File: src/rtl/aclk_pkg.sv
// Shared alarm-clock constants: BCD digit width, digit maxima, time bundle.
// Used by the counter, LCD driver and alarm register stages.
package aclk_pkg;

  localparam int DIGIT_W = 4;

  typedef logic [DIGIT_W-1:0] bcd_t;

  localparam bcd_t MS_HR_MAX       = 4'd2;
  localparam bcd_t LS_HR_MAX       = 4'd9;
  localparam bcd_t LS_HR_MAX_AT_20 = 4'd3;
  localparam bcd_t MS_MIN_MAX      = 4'd5;
  localparam bcd_t LS_MIN_MAX      = 4'd9;

  typedef struct packed {
    bcd_t ms_hr;
    bcd_t ls_hr;
    bcd_t ms_min;
    bcd_t ls_min;
  } hhmm_t;

  function automatic logic time_valid(hhmm_t t);
    logic hr_ok;
    hr_ok = (t.ms_hr < MS_HR_MAX && t.ls_hr <= LS_HR_MAX) ||
            (t.ms_hr == MS_HR_MAX && t.ls_hr <= LS_HR_MAX_AT_20);
    return hr_ok && t.ms_min <= MS_MIN_MAX && t.ls_min <= LS_MIN_MAX;
  endfunction

endpackage

File: src/rtl/aclk_counter_if.sv
// Time-of-day counter bus: timebase/FSM strobes, load value, current time.
// master = upstream driver of strobes, slave = the counter.
interface aclk_counter_if;
  import aclk_pkg::*;

  logic one_minute;
  logic load_new_c;
  bcd_t new_current_time_ms_hr;
  bcd_t new_current_time_ls_hr;
  bcd_t new_current_time_ms_min;
  bcd_t new_current_time_ls_min;
  bcd_t current_time_ms_hr;
  bcd_t current_time_ls_hr;
  bcd_t current_time_ms_min;
  bcd_t current_time_ls_min;
  logic load_err;
  logic day_wrap;

  modport master (
    output one_minute, load_new_c,
    output new_current_time_ms_hr, new_current_time_ls_hr,
    output new_current_time_ms_min, new_current_time_ls_min,
    input  current_time_ms_hr, current_time_ls_hr,
    input  current_time_ms_min, current_time_ls_min,
    input  load_err, day_wrap
  );

  modport slave (
    input  one_minute, load_new_c,
    input  new_current_time_ms_hr, new_current_time_ls_hr,
    input  new_current_time_ms_min, new_current_time_ls_min,
    output current_time_ms_hr, current_time_ls_hr,
    output current_time_ms_min, current_time_ls_min,
    output load_err, day_wrap
  );

endinterface

File: src/rtl/aclk_bcd_digit.sv
// One BCD digit: modulo-(MAX+1) counter with load.
// carry_out flags the digit sitting at MAX, so the next inc wraps it.
module aclk_bcd_digit
  import aclk_pkg::*;
#(
  parameter bcd_t MAX = 4'd9,
  parameter bcd_t RST = 4'd0
) (
  input  logic clock,
  input  logic reset,
  input  logic inc,
  input  logic load,
  input  bcd_t load_val,
  output bcd_t q,
  output logic carry_out
);

  assign carry_out = (q == MAX);

  always_ff @(posedge clock or posedge reset) begin
    if (reset)
      q <= RST;
    else if (load)
      q <= load_val;
    else if (inc)
      q <= carry_out ? '0 : q + 4'd1;
  end

endmodule

File: src/rtl/aclk_counter.sv
// Alarm-clock time-of-day counter, HH:MM in BCD, 24 h.
// Minute ticks ripple through four digit counters within one edge.
module aclk_counter
  import aclk_pkg::*;
#(
  parameter bcd_t RST_MS_HR  = 4'd0,
  parameter bcd_t RST_LS_HR  = 4'd0,
  parameter bcd_t RST_MS_MIN = 4'd0,
  parameter bcd_t RST_LS_MIN = 4'd0
) (
  input  logic clock,
  input  logic reset,
  aclk_counter_if.slave bus
);

  hhmm_t nv;
  hhmm_t cur;
  logic  ld_ok;
  logic  tick;
  logic  lm_max, mm_max, lh_max, mh_max;
  logic  c_mm, c_hr, hr_wrap;
  logic  hr_ld;
  bcd_t  ms_hr_val, ls_hr_val;

  assign nv = {bus.new_current_time_ms_hr, bus.new_current_time_ls_hr,
               bus.new_current_time_ms_min, bus.new_current_time_ls_min};

  // A load (valid or not) swallows a coincident tick.
  assign ld_ok = bus.load_new_c && time_valid(nv);
  assign tick  = bus.one_minute && !bus.load_new_c;

  assign c_mm    = tick && lm_max;
  assign c_hr    = c_mm && mm_max;
  assign hr_wrap = c_hr && mh_max && (cur.ls_hr == LS_HR_MAX_AT_20);

  // 23 -> 00 is forced by loading zero into both hour digits.
  assign hr_ld     = ld_ok || hr_wrap;
  assign ms_hr_val = hr_wrap ? '0 : nv.ms_hr;
  assign ls_hr_val = hr_wrap ? '0 : nv.ls_hr;

  aclk_bcd_digit #(.MAX(LS_MIN_MAX), .RST(RST_LS_MIN)) u_ls_min (
    .clock(clock), .reset(reset),
    .inc(tick), .load(ld_ok), .load_val(nv.ls_min),
    .q(cur.ls_min), .carry_out(lm_max)
  );

  aclk_bcd_digit #(.MAX(MS_MIN_MAX), .RST(RST_MS_MIN)) u_ms_min (
    .clock(clock), .reset(reset),
    .inc(c_mm), .load(ld_ok), .load_val(nv.ms_min),
    .q(cur.ms_min), .carry_out(mm_max)
  );

  aclk_bcd_digit #(.MAX(LS_HR_MAX), .RST(RST_LS_HR)) u_ls_hr (
    .clock(clock), .reset(reset),
    .inc(c_hr), .load(hr_ld), .load_val(ls_hr_val),
    .q(cur.ls_hr), .carry_out(lh_max)
  );

  aclk_bcd_digit #(.MAX(MS_HR_MAX), .RST(RST_MS_HR)) u_ms_hr (
    .clock(clock), .reset(reset),
    .inc(c_hr && lh_max), .load(hr_ld), .load_val(ms_hr_val),
    .q(cur.ms_hr), .carry_out(mh_max)
  );

  assign bus.current_time_ms_hr  = cur.ms_hr;
  assign bus.current_time_ls_hr  = cur.ls_hr;
  assign bus.current_time_ms_min = cur.ms_min;
  assign bus.current_time_ls_min = cur.ls_min;

  always_ff @(posedge clock or posedge reset) begin
    if (reset) begin
      bus.load_err <= 1'b0;
      bus.day_wrap <= 1'b0;
    end else begin
      bus.load_err <= bus.load_new_c && !ld_ok;
      bus.day_wrap <= hr_wrap;
    end
  end

endmodule
File: src/flat_wrapper.sv
// flat-port wrapper written by rule: the top's interface ports become plain ports
module aclk_counter_flat import aclk_pkg::*;
#(
  parameter bcd_t RST_MS_HR  = 4'd0,
  parameter bcd_t RST_LS_HR  = 4'd0,
  parameter bcd_t RST_MS_MIN = 4'd0,
  parameter bcd_t RST_LS_MIN = 4'd0
)
  (clock, reset, bus_one_minute, bus_load_new_c, bus_new_current_time_ms_hr, bus_new_current_time_ls_hr, bus_new_current_time_ms_min, bus_new_current_time_ls_min, bus_current_time_ms_hr, bus_current_time_ls_hr, bus_current_time_ms_min, bus_current_time_ls_min, bus_load_err, bus_day_wrap);
  aclk_counter_if bus_i ();
  input  logic clock;
  input  logic reset;
  input wire logic [$bits(bus_i.one_minute)-1:0] bus_one_minute;
  input wire logic [$bits(bus_i.load_new_c)-1:0] bus_load_new_c;
  input wire logic [$bits(bus_i.new_current_time_ms_hr)-1:0] bus_new_current_time_ms_hr;
  input wire logic [$bits(bus_i.new_current_time_ls_hr)-1:0] bus_new_current_time_ls_hr;
  input wire logic [$bits(bus_i.new_current_time_ms_min)-1:0] bus_new_current_time_ms_min;
  input wire logic [$bits(bus_i.new_current_time_ls_min)-1:0] bus_new_current_time_ls_min;
  output wire logic [$bits(bus_i.current_time_ms_hr)-1:0] bus_current_time_ms_hr;
  output wire logic [$bits(bus_i.current_time_ls_hr)-1:0] bus_current_time_ls_hr;
  output wire logic [$bits(bus_i.current_time_ms_min)-1:0] bus_current_time_ms_min;
  output wire logic [$bits(bus_i.current_time_ls_min)-1:0] bus_current_time_ls_min;
  output wire logic [$bits(bus_i.load_err)-1:0] bus_load_err;
  output wire logic [$bits(bus_i.day_wrap)-1:0] bus_day_wrap;
  assign bus_i.one_minute = bus_one_minute;
  assign bus_i.load_new_c = bus_load_new_c;
  assign bus_i.new_current_time_ms_hr = bus_new_current_time_ms_hr;
  assign bus_i.new_current_time_ls_hr = bus_new_current_time_ls_hr;
  assign bus_i.new_current_time_ms_min = bus_new_current_time_ms_min;
  assign bus_i.new_current_time_ls_min = bus_new_current_time_ls_min;
  assign bus_current_time_ms_hr = bus_i.current_time_ms_hr;
  assign bus_current_time_ls_hr = bus_i.current_time_ls_hr;
  assign bus_current_time_ms_min = bus_i.current_time_ms_min;
  assign bus_current_time_ls_min = bus_i.current_time_ls_min;
  assign bus_load_err = bus_i.load_err;
  assign bus_day_wrap = bus_i.day_wrap;
  aclk_counter #(.RST_MS_HR(RST_MS_HR), .RST_LS_HR(RST_LS_HR), .RST_MS_MIN(RST_MS_MIN), .RST_LS_MIN(RST_LS_MIN)) u_core (.clock(clock), .reset(reset), .bus(bus_i));
endmodule
File: config.mk
export PLATFORM = sky130hd
export DESIGN_NAME = aclk_counter_flat
export DESIGN_NICKNAME = d
export VERILOG_FILES = /design/src/rtl/aclk_pkg.sv /design/src/rtl/aclk_counter_if.sv /design/src/rtl/aclk_bcd_digit.sv /design/src/rtl/aclk_counter.sv /design/src/flat_wrapper.sv
export SDC_FILE = /design/constraint.sdc
export NUM_CORES = 1
export LEC_CHECK = 0
export ABC_AREA = 0
export CORE_ASPECT_RATIO = 0.75
export CORE_UTILIZATION = 25
export CTS_CLUSTER_SIZE = 30
export DETAILED_ROUTE_END_ITERATION = 16
export PLACE_DENSITY = 0.48
export SYNTH_ARGS = -nofsm -noshare
export SYNTH_HDL_FRONTEND = slang
export SYNTH_HIERARCHICAL = 1
export SYNTH_SLANG_ARGS = --single-unit
export TNS_END_PERCENT = 20
File: constraint.sdc
create_clock -name clock -period 2.9 [get_ports clock]
set_input_delay 0.58 -clock clock [delete_from_list [all_inputs] [get_ports clock]]
set_output_delay 0.58 -clock clock [all_outputs]
set_load 0.02 [all_outputs]
Yosys cells after proc, flatten, opt, wreduce, memory -nomap -nowiden
Index checks and enable logic that the tools add are counted.
{ "classes": {"addsub": 4, "order_cmp": 5, "n_eq_ne": 6, "bitwise_logic": 0, "muxes": 14, "shift": 0, "n_mul": 0, "div_mod_pow": 0, "n_reduce_logical": 20} }
{ "op_table": {"columns": ["cell", "count"], "rows": [
  ["4-bit two-way mux", 14],
  ["4-bit by 1-bit adder with 4-bit output (second input constant)", 4],
  ["4-bit by 2-bit == test with 1-bit output (second input constant)", 3],
  ["1-bit logical AND", 12],
  ["4-bit == test (second input constant)", 2],
  ["4-bit <= comparator (second input constant)", 2],
  ["2-bit nonzero test", 4],
  ["4-bit by 3-bit == test with 1-bit output (second input constant)", 1],
  ["4-bit by 2-bit <= comparator with 1-bit output (second input constant)", 1],
  ["4-bit by 3-bit <= comparator with 1-bit output (second input constant)", 1],
  ["4-bit by 2-bit < comparator with 1-bit output (second input constant)", 1],
  ["1-bit zero test", 2],
  ["1-bit logical OR", 2]
]} }
{ "totals": {"latch_bits": 0, "memories": 0, "rom_bits": 0, "mem_bits_rw": 0, "out_inout_bits": 18, "regBits": 18} }

Longest topological paths before layout
{ "logic_depth": {"ltp_word": 8, "ltp_mapped": 8, "ltp_nobuf": 8} }

By module
The synthesis kept the hierarchy.
{ "modules_own_cells": {"columns": ["module", "cells_each", "instances", "area_per_inst_um2"], "rows": [
  ["aclk_bcd_digit at u_core.u_ls_hr ...", 26, 2, 240.2],
  ["aclk_bcd_digit at u_core.u_ms_min", 24, 1, 227.7],
  ["aclk_bcd_digit at u_core.u_ms_hr", 25, 1, 222.7],
  ["aclk_counter", 26, 1, 222.7]
]} }

Least setup slack after synthesis
No wires, ideal clock.
{ "synth_timing": {"path_type": "register to register", "startpoint": "register u_core.u_ms_hr.q[2]", "endpoint": "register u_core.u_ms_hr.q[1]", "required_ps": 2780, "setup_slack_ps": 439, "path_buffers": 0, "setup_time_ps": 120, "stages_incl_launch_ff": 9, "arrival_time_ps": 2341, "cell_sequence": "dfrtp_1 or3b_1 nor2_1 nand4b_1 nor3b_4 o21bai_1 nor2_1 a32o_1 a31o_1"} }
{ "synth_via": {"elab_chain_cells": 5, "elab_cells_between_ends": 9, "cone_classes": "eq/ne: 1; mux: 4; reduce/logical: 4"} }
{ "synth_lines": {"columns": ["item", "line_no", "text"], "rows": [
  ["from (decl)", "aclk_bcd_digit.sv:14", "output bcd_t q,"],
  ["from (signal assigned)", "aclk_bcd_digit.sv:24", "q <= load_val;"],
  ["from (signal assigned)", "aclk_bcd_digit.sv:26", "q <= carry_out ? '0 : q + 4'd1;"],
  ["4-bit by 2-bit == test with 1-bit output (*)", "aclk_bcd_digit.sv:18", "assign carry_out = (q == MAX);"],
  ["via u_core.mh_max", "aclk_counter.sv:20", "logic lm_max, mm_max, lh_max, mh_max;"],
  ["1-bit logical AND (*) (2 in a row)", "aclk_counter.sv:34", "assign hr_wrap = c_hr && mh_max && (cur.ls_hr == LS_HR_MAX_AT_20);"],
  ["via u_core.hr_wrap", "aclk_counter.sv:21", "logic c_mm, c_hr, hr_wrap;"],
  ["1-bit logical OR (*)", "aclk_counter.sv:37", "assign hr_ld = ld_ok || hr_wrap;"],
  ["via u_core.hr_ld", "aclk_counter.sv:22", "logic hr_ld;"],
  ["4-bit two-way mux or 2-bit nonzero test (tied branches)", null, null]
]} }
Mark *: on every way through the listed nets, which the timed path passes. The rest lies on a longest branch. The select of a mux whose other input is x is not followed.
A chain may end at the register's enable or synchronous reset.

Worst setup path after layout
{ "layout_timing": {"startpoint": "input bus_load_new_c", "endpoint": "register u_core.u_ms_hr.q[1]"} }
{ "layout_via": {"elab_chain_cells": 8, "elab_cells_between_ends": 12, "cone_classes": "mux: 2; reduce/logical: 10"} }
{ "layout_lines": {"columns": ["item", "line_no", "text"], "rows": [
  ["from (decl)", "flat_wrapper.sv:14", "input wire logic [$bits(bus_i.load_new_c)-1:0] bus_load_new_c;"],
  ["1-bit zero test", "aclk_counter.sv:30", "assign tick = bus.one_minute && !bus.load_new_c;"],
  ["1-bit logical AND", "aclk_counter.sv:30", null],
  ["1-bit logical AND", "aclk_counter.sv:32", "assign c_mm = tick && lm_max;"],
  ["1-bit logical AND", "aclk_counter.sv:33", "assign c_hr = c_mm && mm_max;"],
  ["1-bit logical AND (2 in a row)", "aclk_counter.sv:34", null],
  ["1-bit logical OR (*)", "aclk_counter.sv:37", null],
  ["via u_core.hr_ld", "aclk_counter.sv:22", null],
  ["4-bit two-way mux or 2-bit nonzero test (tied branches)", null, null]
]} }
Mark *: on every way through the listed nets, which the timed path passes. The rest lies on a longest branch.

==> run_results.csv <==
group,metric,value,unit
sta,fin_setup_tns,0,ns
global_routing,grt.total_usage,13.8,%
clock_network,cts_root_buffer,"clkbuf_8",
clock_network,cts-htree-levels,1,
setup_path,r2r_setup_slack,0.79,ns
yosys,yosys.area_share.simple,28.9,%
sta,hold_viol,0,
setup_path,worstSetupPathType,"in -> reg",
outcome,status,"finished clean",
sta,whs,0.635,ns
clock_network,cts_resized,0,
global_routing,grt_overflow_total,0,
route,viasPerCell,4.79,
setup_path,cp_cell_sequence,"clkdlybuf4s50_1, or4b_2, o21bai_1, nor2_1, a32o_1, a31o_1",
sta,worst_clock_skew,0.00487,ns
floorplanning,core.rowCount,20,
job,cap_violations,0,
clock_network,post-cts-setup-buffers,0,
route,drc,0,
setup_path,timing.rr.end,"u_core/u_ms_hr/q[1]",
layout,nFillCells,429,
setup_path,slowest_delay,0.62,ns
sta,rsz0062_at_grt,"false",
yosys,synth_top_family_by_area,"simple AND/OR/NAND/NOR gates",
layout,final_layout_size_suffix_gt1_share,9.30,%
clock_network,clkTransAtPathRegs,0.07,ns
route,first_pass_iters,4,
route,drtIter0Drc,51,
clock_network,cts_hold_buffers,0,
yosys,ys_async_sr_fraction,100,%
placed_design,port_buffers,37,
placed_design,place_area,1620,um2
setup_path,critPathSlowestCell,"or4b_2",
floorplanning,initial_core_util,27.3,%
pwr,ir_drop,0.000339,V
sta,setup_slack,0.649,ns
yosys,synthDistinctLibCells,34,
setup_path,start_kind,"input pin",
yosys,synth_warnings,6,
pwr,seqPwrFrac,39.6,%
layout,antennaDiodeCount,0,
route,ant_nets,0,
sta,fin_crit,2.25,ns
setup_path,crit_end,"u_core/u_ms_hr/q[1]",
floorplanning,core,4230,um2
pwr,p_per_area,687,nW/um2
pwr,p_sw_share,38.2,%
setup_path,end_kind,"register",
placed_design,place_congestion,0.810,
yosys,synth-edff-count,0,
layout,area_growth,45.4,%
pwr,p_leak,0.000650,uW
route,drt-total-wl,3200,um
floorplanning,die_area,4890,um2
setup_path,arrival,2.40,ns
placed_design,dp_slack,0.368,ns
clock_network,cts.sinks,18,
floorplanning,die_w,80.4,um
yosys,synth_area_leaders,"dfrtp_1, nor2b_1, o21ai_0",
layout,final_area,1680,um2
layout,post-route-util,39.7,%
clock_network,cts_tree,"built",
setup_path,startpoint,"bus_load_new_c",
clock_network,cts_buffers,3,
pwr,power_frac_comb,42.5,%
yosys,synthMuxAreaShare,0,%
sta,max_freq,0.444,GHz
yosys,synth_top_area_share,39.0,%
pwr,p_clk_share,17.9,%
yosys,ys_seq_area_share,39.0,%
sta,finalCritPeriodShare,77.6,%
setup_path,reg2reg_from,"u_core/u_ms_hr/q[2]",
setup_path,r2r_cells,8,
yosys,avgSynthCellArea,9.08,um2
yosys,synth_largest_area_cell,"dfrtp_1",
pwr,p_sw,440,uW
setup_path,cp_max_fo,4,
yosys,synthXorXnorAreaFrac,6.07,%
yosys,synthAdderAreaFrac,0,%
floorplanning,die_h,60.8,um
yosys,synth_compound_area_share,21.8,%
yosys,netlist_instances,127,
clock_network,clk_latency,0.25,ns
sta,slew_headroom,75.8,%
sta,finalSetupViolCount,0,
clock_network,clockBufferDepth,2,
global_routing,grt_pass1_vias,998,
pwr,intPower,713,uW
setup_path,crit_required,3.05,ns
yosys,synth_area,1150,um2
global_routing,grt_max_degree,14,
placed_design,dp_hpwl,2460,um
yosys,synth_flop_cell,"dfrtp_1",
route,vias,1088,
global_routing,antenna_found_initial,0,
yosys,synth_fp_nets,147,
global_routing,grt_first_pass_wirelength,5040,um
sta,worst_slew_pin_slew,0.362,ns
layout,nets,193,
sta,drv_slew,0,
route,routedWlPerCell,14.1,um
min_path,hold_path.class,"reg -> reg",
yosys,ys_seq_elements,18,
floorplanning,io_pins,38,
synth_stat cells (2+ instances only):
| cell type | instances |
|---|---|
| a211o_1 | 3 |
| a21oi_1 | 5 |
| a2bb2oi_2 | 3 |
| a31oi_1 | 3 |
| and2_1 | 2 |
| and2b_1 | 2 |
| and4b_1 | 3 |
| and4bb_2 | 2 |
| dfrtp_1 | 18 |
| inv_1 | 13 |
| nand2_1 | 10 |
| nand3_1 | 3 |
| nand4_1 | 2 |
| nand4b_1 | 2 |
| nor2_1 | 7 |
| nor2b_1 | 12 |
| o21ai_0 | 13 |
| o21ai_1 | 2 |
| xnor2_1 | 6 |
| xor2_1 | 2 |
state kept, by name (all words and copies together) (netlist names):
| register | flops |
|---|---|
| u_core/u_ls_hr/q | 4 |
| u_core/u_ls_min/q | 4 |
| u_core/u_ms_hr/q | 4 |
| u_core/u_ms_min/q | 4 |
| u_core/bus.day_wrap | 1 |
| u_core/bus.load_err | 1 |
how the worst min path moves through the flow:
stage                             start                  end  slack [ns]  cells after the start
global placement    u_core/u_ms_hr/q[1]  u_core/u_ms_hr/q[1]        0.59                      1
detailed placement  u_core/u_ms_hr/q[1]  u_core/u_ms_hr/q[1]        0.61                      1
global route                      reset  u_core/bus.load_err        0.66                      2
CTS                 u_core/u_ms_hr/q[1]  u_core/u_ms_hr/q[1]        0.63                      1
floorplan                         reset  u_core/bus.day_wrap        0.32                      1
finish              u_core/u_ms_hr/q[1]  u_core/u_ms_hr/q[1]        0.63                      1
cell usage in the layout, fill, tap and decap left out, types with 3 or more instances in the layout:
cell type         n
clkbuf_8          4
a21oi_1           5
nand2_1          10
a2bb2oi_2         3
dfrtp_1          18
nand3_1           3
and4b_1           3
a211o_1           3
clkdlybuf4s50_1  37
xnor2_1           6
nor2_1            7
o21ai_0          13
inv_1            13
nor2b_1          12
a31oi_1           3
buf_4             4
power by group through the flow:
| stage | combinational [uW] | clock [uW] | sequential (uW) |
|---|---|---|---|
| final | 491 | 207 | 456 |
| after global routing | 524 | 228 | 470 |
| after CTS | 493 | 215 | 454 |
| after detailed placement | 491 | 0 | 456 |
| after global placement | 493 | 0 | 457 |
| after floorplan | 181 | 0 | 523 |
final cells by class:
type,count,area [um2],area share [%]
multi-input combinational,96,654,39.0
sequential,18,450,26.8
timing repair buffer,41,400,23.9
tap,55,68.8,4.10
clock buffer,4,55.1,3.28
inverter,13,48.8,2.91
metrics by stage:
step	total power, uW	instances
floorplan	703	127
global placement	950	223
detailed placement	947	223
CTS	1160	227
global route	1220	227
finish	1150	227
kinds of logic after synthesis:
kind of cell    count (synthesis)
buf+inv                        13
simple gates                   52
compound gates                 36
xor+xnor                        8
flops                          18
layer usage:
metal	track usage, %	vias up	wire length, um	share of wire [%]
met4	2.30	0	15	0.47
met3	3.76	2	168	5.3
met2	21.9	27	1430	45
met1	19.2	516	1590	50
met5	0	-	0	0
li1	-	543	-	-
worst max-delay path: cells and delay by family:
family	cells	cell delay [ns]
buf+inv	1	0.52
simple gates	2	0.68
compound gates	3	0.62
No activity file was read; power rests on OpenSTA's default activity.
